[src/rtl/dht22_pkg.sv]
// dht22_pkg: timing, state encoding and checksum shared by the DHT22
// responder and the DHT22 host reader so both ends agree on the bus timing.
package dht22_pkg;

    typedef enum logic [3:0] {
        S_IDLE,
        S_HOST_LOW,
        S_WAIT_REL,
        S_RESP_DLY,
        S_RESP_LOW,
        S_RESP_HIGH,
        S_BIT_LOW,
        S_BIT_HIGH,
        S_END_LOW
    } dht_state_e;

    localparam int T_RESP_DLY  = 30;
    localparam int T_RESP_LOW  = 80;
    localparam int T_RESP_HIGH = 80;
    localparam int T_BIT_LOW   = 50;
    localparam int T_BIT0_HIGH = 26;
    localparam int T_BIT1_HIGH = 70;
    localparam int T_END_LOW   = 50;

    localparam int FRAME_BITS  = 40;
    localparam int US_W        = 16;

    function automatic logic [7:0] dht_checksum(
        input logic [15:0] hum,
        input logic [15:0] temp
    );
        return hum[15:8] + hum[7:0] + temp[15:8] + temp[7:0];
    endfunction

endpackage

[src/rtl/dht22_us_timer.sv]
// dht22_us_timer: divides clk down to a microsecond tick and counts elapsed
// microseconds; a synchronous clear restarts both so durations are exact.
module dht22_us_timer
    import dht22_pkg::*;
#(
    parameter int US_CYCLES = 50
) (
    input  logic            clk,
    input  logic            reset,
    input  logic            clr,
    output logic            tick,
    output logic [US_W-1:0] us_count
);

    localparam int PW = (US_CYCLES > 1) ? $clog2(US_CYCLES) : 1;

    logic [PW-1:0]   pre_q, pre_d;
    logic [US_W-1:0] us_q, us_d;

    assign tick     = (pre_q == PW'(US_CYCLES - 1));
    assign us_count = us_q;

    // Prescaler wraps each microsecond; the count saturates instead of wrapping.
    always_comb begin
        pre_d = tick ? '0 : pre_q + PW'(1);
        us_d  = us_q;
        if (tick && (us_q != '1)) begin
            us_d = us_q + US_W'(1);
        end
        if (clr) begin
            pre_d = '0;
            us_d  = '0;
        end
    end

    // Timer state registers.
    always_ff @(posedge clk or posedge reset) begin
        if (reset) begin
            pre_q <= '0;
            us_q  <= '0;
        end else begin
            pre_q <= pre_d;
            us_q  <= us_d;
        end
    end

endmodule

[src/rtl/dht22_responder.sv]
// dht22_responder: sensor side of the DHT22 single-wire bus. Qualifies the
// host start pulse and answers with the preamble and a 40-bit data frame.
module dht22_responder
    import dht22_pkg::*;
#(
    parameter int US_CYCLES    = 50,
    parameter int START_MIN_US = 1000
) (
    input  logic        clk,
    input  logic        reset,
    input  logic        dht_in,
    input  logic [15:0] humidity,
    input  logic [15:0] temperature,
    output logic        dht_drive_low,
    output logic        busy,
    output logic        frame_done
);

    logic sync1_q, sync2_q;
    logic din;

    dht_state_e state_q, state_d;
    logic [FRAME_BITS-1:0] sr_q, sr_d;
    logic [5:0]            bit_q, bit_d;
    logic                  busy_q, busy_d;
    logic                  drive_q, drive_d;
    logic                  done_q, done_d;

    logic            tick;
    logic [US_W-1:0] us_count;
    logic [US_W-1:0] dur;
    logic            expired;
    logic            clr;

    assign din = sync2_q;

    // Bring the asynchronous bus level into the clk domain; idle bus is high.
    always_ff @(posedge clk or posedge reset) begin
        if (reset) begin
            sync1_q <= 1'b1;
            sync2_q <= 1'b1;
        end else begin
            sync1_q <= dht_in;
            sync2_q <= sync1_q;
        end
    end

    dht22_us_timer #(
        .US_CYCLES (US_CYCLES)
    ) u_timer (
        .clk      (clk),
        .reset    (reset),
        .clr      (clr),
        .tick     (tick),
        .us_count (us_count)
    );

    // Duration of the current state in microseconds.
    always_comb begin
        dur = '1;
        unique case (state_q)
            S_HOST_LOW:  dur = US_W'(START_MIN_US);
            S_RESP_DLY:  dur = US_W'(T_RESP_DLY);
            S_RESP_LOW:  dur = US_W'(T_RESP_LOW);
            S_RESP_HIGH: dur = US_W'(T_RESP_HIGH);
            S_BIT_LOW:   dur = US_W'(T_BIT_LOW);
            S_BIT_HIGH:  dur = sr_q[FRAME_BITS-1] ? US_W'(T_BIT1_HIGH)
                                                 : US_W'(T_BIT0_HIGH);
            S_END_LOW:   dur = US_W'(T_END_LOW);
            default:     dur = '1;
        endcase
    end

    // Last cycle of the state: leaving now makes it last dur*US_CYCLES cycles.
    assign expired = tick && (us_count == dur - US_W'(1));

    // Next-state and next-output logic; the HOST_LOW expiry wins over a
    // release seen in the same cycle so a full-length start is accepted.
    always_comb begin
        state_d = state_q;
        sr_d    = sr_q;
        bit_d   = bit_q;
        busy_d  = busy_q;
        done_d  = 1'b0;
        unique case (state_q)
            S_IDLE: begin
                if (!din) state_d = S_HOST_LOW;
            end
            S_HOST_LOW: begin
                if (expired) begin
                    state_d = S_WAIT_REL;
                    sr_d    = {humidity, temperature,
                               dht_checksum(humidity, temperature)};
                    bit_d   = '0;
                    busy_d  = 1'b1;
                end else if (din) begin
                    state_d = S_IDLE;
                end
            end
            S_WAIT_REL: begin
                if (din) state_d = S_RESP_DLY;
            end
            S_RESP_DLY: begin
                if (expired) state_d = S_RESP_LOW;
            end
            S_RESP_LOW: begin
                if (expired) state_d = S_RESP_HIGH;
            end
            S_RESP_HIGH: begin
                if (expired) state_d = S_BIT_LOW;
            end
            S_BIT_LOW: begin
                if (expired) state_d = S_BIT_HIGH;
            end
            S_BIT_HIGH: begin
                if (expired) begin
                    sr_d    = {sr_q[FRAME_BITS-2:0], 1'b0};
                    bit_d   = bit_q + 6'd1;
                    state_d = (bit_q == 6'(FRAME_BITS - 1)) ? S_END_LOW
                                                            : S_BIT_LOW;
                end
            end
            S_END_LOW: begin
                if (expired) begin
                    state_d = S_IDLE;
                    busy_d  = 1'b0;
                    done_d  = 1'b1;
                end
            end
            default: begin
                state_d = S_IDLE;
                busy_d  = 1'b0;
            end
        endcase
        drive_d = (state_d == S_RESP_LOW) ||
                  (state_d == S_BIT_LOW)  ||
                  (state_d == S_END_LOW);
        clr     = (state_d != state_q);
    end

    // FSM state and registered outputs; reset releases the bus at once.
    always_ff @(posedge clk or posedge reset) begin
        if (reset) begin
            state_q <= S_IDLE;
            sr_q    <= '0;
            bit_q   <= '0;
            busy_q  <= 1'b0;
            drive_q <= 1'b0;
            done_q  <= 1'b0;
        end else begin
            state_q <= state_d;
            sr_q    <= sr_d;
            bit_q   <= bit_d;
            busy_q  <= busy_d;
            drive_q <= drive_d;
            done_q  <= done_d;
        end
    end

    assign dht_drive_low = drive_q;
    assign busy          = busy_q;
    assign frame_done    = done_q;

endmodule

[config.mk]
export PLATFORM = sky130hd
export DESIGN_NAME = dht22_responder
export DESIGN_NICKNAME = d
export VERILOG_FILES = /design/src/rtl/dht22_pkg.sv /design/src/rtl/dht22_us_timer.sv /design/src/rtl/dht22_responder.sv
export SDC_FILE = /design/constraint.sdc
export NUM_CORES = 1
export LEC_CHECK = 0
export ABC_AREA = 1
export CELL_PAD_IN_SITES_DETAIL_PLACEMENT = 1
export CELL_PAD_IN_SITES_GLOBAL_PLACEMENT = 1
export CORE_ASPECT_RATIO = 0.75
export CORE_MARGIN = 8
export CORE_UTILIZATION = 44
export DETAILED_ROUTE_END_ITERATION = 10
export PLACE_DENSITY_LB_ADDON = 0.1
export SLEW_MARGIN = 10
export SYNTH_ARGS = -nofsm -noshare
export SYNTH_HDL_FRONTEND = slang
export SYNTH_SLANG_ARGS = --single-unit
[constraint.sdc]
create_clock -name clk -period 3.8 [get_ports clk]
set_input_delay 0.76 -clock clk [delete_from_list [all_inputs] [get_ports clk]]
set_output_delay 0.76 -clock clk [all_outputs]
set_load 0.01 [all_outputs]
==> results of run 1 <==
[placed cells by master (no fill, tap or decap), drive strengths merged, types with 2 or more instances in the layout]
cell           count
nand2            146
inv               89
o21ai             83
dfrtp             75
nor2              63
clkdlybuf4s50     36
nand3             35
xor2              25
buf               16
fa                14
a21oi             13
ha                13
xnor2             10
clkbuf            10
or2                6
nor4               5
nor3               5
nand4              5
o21a               4
clkinv             3
bufinv             2
dfstp              2
[worst reg2reg max path: cells and delay by family, from the launching register on]
| kind | cells | cell delay, ns |
|---|---|---|
| buffers and inverters | 3 | 0.44 |
| xor gates and xnor gates | 1 | 0.13 |
| AOI/OAI and AO/OA | 1 | 0.09 |
| and+or+nand+nor | 19 | 1.90 |
| DFF | 1 | 0.47 |
| adders and majority gates | 1 | 0.29 |
[kinds of logic (layout without fill, tap and decap cells)]
group | Yosys count | after routing | synth area share, %
AO/OA/AOI/OAI | 105 | 105 | 11.6
flip-flops | 77 | 77 | 38.8
AND/OR/NAND/NOR | 265 | 267 | 24.8
buffers and inverters | 111 | 158 | 9.45
adder cells (fa/ha/maj) | 27 | 27 | 8.92
XOR/XNOR | 35 | 35 | 6.17
other | 1 | 1 | 0.0755
multiplexers | 1 | 1 | 0.202
[per-layer routing]
metal	global-route usage, %	vias up	wire, um
met5	0	-	0
met4	4.45	0	129
met3	3.35	9	352
met2	31.2	48	6300
met1	24.8	2055	6490
li1	-	2053	-
[registers in the layout, summed over array words and instances, names as in the netlist]
| name | count |
|---|---|
| frame_done | 1 |
| busy | 1 |
| state_q | 4 |
| u_timer.us_count | 16 |
| u_timer.pre_q | 6 |
| bit_q | 6 |
| din | 1 |
| sync1_q | 1 |
| sr_q | 40 |
| dht_drive_low | 1 |
[worst min path at each step]
| stage | end | cells past startpoint | slack, ns |
|---|---|---|---|
| final | din | 0 | 0.36 |
| after floorplan | din | 0 | 0.35 |
| after CTS | din | 0 | 0.36 |
| after detailed placement | din | 0 | 0.35 |
| after global routing | din | 0 | 0.36 |
| after global placement | din | 0 | 0.35 |
[layout make-up]
| type | count | area (sq um) | share of cell area [%] |
|---|---|---|---|
| inverters | 89 | 340 | 5.77 |
| well taps | 140 | 175 | 2.97 |
| clock inverters | 6 | 93.8 | 1.59 |
| clock buffers | 10 | 239 | 4.05 |
| multi-input cells | 436 | 2600 | 44.1 |
| flip-flops and latches | 77 | 1930 | 32.8 |
| repair buffers | 53 | 518 | 8.78 |
[through the flow]
step / std cells / total power [uW] / setup TNS [ns] / hold slack, ns
finish: 811 / 2140 / 0 / 0.358
global route: 811 / 2230 / -0.00977 / 0.359
CTS: 809 / 2150 / 0 / 0.360
detailed placement: 793 / 1180 / -0.640 / 0.347
global placement: 793 / 1170 / -0.197 / 0.347
floorplan: 622 / 1040 / 0 / 0.345
[where the power goes]
| part | leakage [uW] | switching [uW] | internal [uW] |
|---|---|---|---|
| clock network | 0.000159 | 360 | 598 |
| logic | 0.00193 | 185 | 170 |
| registers | 0.000824 | 0.606 | 822 |
| total | 0.00291 | 546 | 1590 |
[timing repair]
action                                  4_1_cts  5_1_grt
gates resized for setup                       0        8
hold buffers                                  0        0
endpoints found under the hold margin         0        0
endpoints found under the setup margin        0       51
==> run_results.csv, run 1 <==
group,metric,value,unit
outcome,status,"finished, final reports clean",
timing,finalCritPeriodShare,95.8,%
critical_path,reg2reg_depth,25,
placement,post_dp_cell_area,0.00553,sq mm
timing,max_freq,0.275,GHz
logic_synthesis,post-synth-top-count-cell,"nand2_1",
route,dr.pass1.iters,4,
route,drc,0,
min_path,min_from,"sync1_q",
route,ant_nets,0,
route,viasPerCell,5.14,
critical_path,cpPeakStageDelay,0.52,ns
clocking,cts_made_buffers,9,
critical_path,r2r-start,"state_q[3]",
clocking,cts_tree,"built",
logic_synthesis,ys_ff_latch,77,
clocking,cts_sinks,77,
logic_synthesis,synth-async-reset-ratio,100,%
critical_path,crit_family,"adder cells",
clocking,clk_pin_slew,0.06,ns
floorplan,core_area,0.0110,sq mm
critical_path,crit_start,"temperature[1]",
critical_path,critical_path_arrival,3.85,ns
global_routing,grt.overflow.total,0,
power,power_density,362,mW/mm^2
timing,final.setup.worst_slack,0.159,ns
cells_and_area,num-fill-cells,1348,
timing,hold_viol,0,
critical_path,slowest_stage,"fa_1",
power,p_leak,0.00291,uW
route,wl,13.3,mm
logic_synthesis,synthCells,622,
cells_and_area,design_area,0.00590,sq mm
critical_path,path_common_cell,"fa_1",
timing,drv_slew,0,
floorplan,dieArea,0.0150,sq mm
clocking,root_buffer,"clkbuf_16",
critical_path,endpoint,"sr_q[7]",
critical_path,start_kind,"input pin",
timing,max_slew_margin,51.7,%
power,ir_drop,0.206,mV
floorplan,io_pins,38,
logic_synthesis,netlist_area,0.00497,sq mm
placement,place_congestion,0.820,
logic_synthesis,synth_area_per_cell,7.99,sq um
logic_synthesis,synth_common_cells,"nand2_1, inv_1, dfrtp_1, o21ai_0, nor2_1",
floorplan,rows,33,
logic_synthesis,ys_top_cells_by_area,"dfrtp_1, nand2_1, o21ai_0",
logic_synthesis,synthDistinctLibCells,44,
cells_and_area,syn_to_final_growth,18.7,%
timing,post-route-min-period,3.64,ns
route,dr.first_iter.drc_count,194,
critical_path,timing.rr.end,"sr_q[27]",
timing,worstMarginPinSlew,0.723,ns
critical_path,worstPathCellList,"clkdlybuf4s50_1 -> fa_1 -> fa_1 -> ha_1 -> inv_1 -> fa_1 -> o21ai_2 -> a21oi_1 -> inv_1 -> a21oi_1 -> or2_2 -> nand3_1 -> o21ai_0 -> nand2_1 -> o21ai_0",
cells_and_area,fin_nets,728,
min_path,hp-class,"flop to flop",
placement,dp_slack,-0.320,ns
logic_synthesis,synth_nets,684,
global_routing,grt_pass1_wl,22.5,mm
route,num_vias,4165,
logic_synthesis,yosys_warnings,0,
logic_synthesis,seq_area_frac_synth,38.8,%
logic_synthesis,synth_top_area_cell,"dfrtp_1",
critical_path,cp.required,4.01,ns
critical_path,crit_buf_inv,3,
critical_path,worstSetupPathType,"input pin to flop",
cells_and_area,layout-drive-gt1-share,12.8,%
cells_and_area,final_util,53.7,%
floorplan,die_w,139,um
logic_synthesis,synth.top_cell.area_share,37.8,%
critical_path,setup.worst_path.end_class,"flop",
logic_synthesis,synth_edf_count,0,
floorplan,die_h,108,um
placement,numPortBuffers,37,
clocking,post_cts_buffers,0,
critical_path,rrSetupSlack,0.39,ns
flow_run,cap_violations,0,
clocking,clock_path_buffers,2,
timing,setup_viol,0,
floorplan,start_util,45.2,%
global_routing,grt_pass1_vias,4464,
global_routing,antenna_found_initial,0,
route,wire_per_inst,16.4,um
critical_path,crit_path_max_fanout,2,
global_routing,grt_usage,18.6,%
logic_synthesis,yosys_most_used_dff,"dfrtp_1",
global_routing,grt_max_degree,42,
clocking,htree_levels,3,
cells_and_area,diodes,0,
timing,clock_skew,0.00469,ns
clocking,clkLatencyLatePin,0.33,ns
placement,dp_hpwl,10.0,mm
critical_path,crit_cells,15,
Note: power is estimated with default switching activity, not from simulation.
==> run 2: changes to the inputs <==
Settings changed: CTS_CLUSTER_DIAMETER from default to 100, SKIP_CTS_REPAIR_TIMING from default to 1.
==> results of run 2 <==
The final DEF is identical to that of run 1; final timing and power are the same.
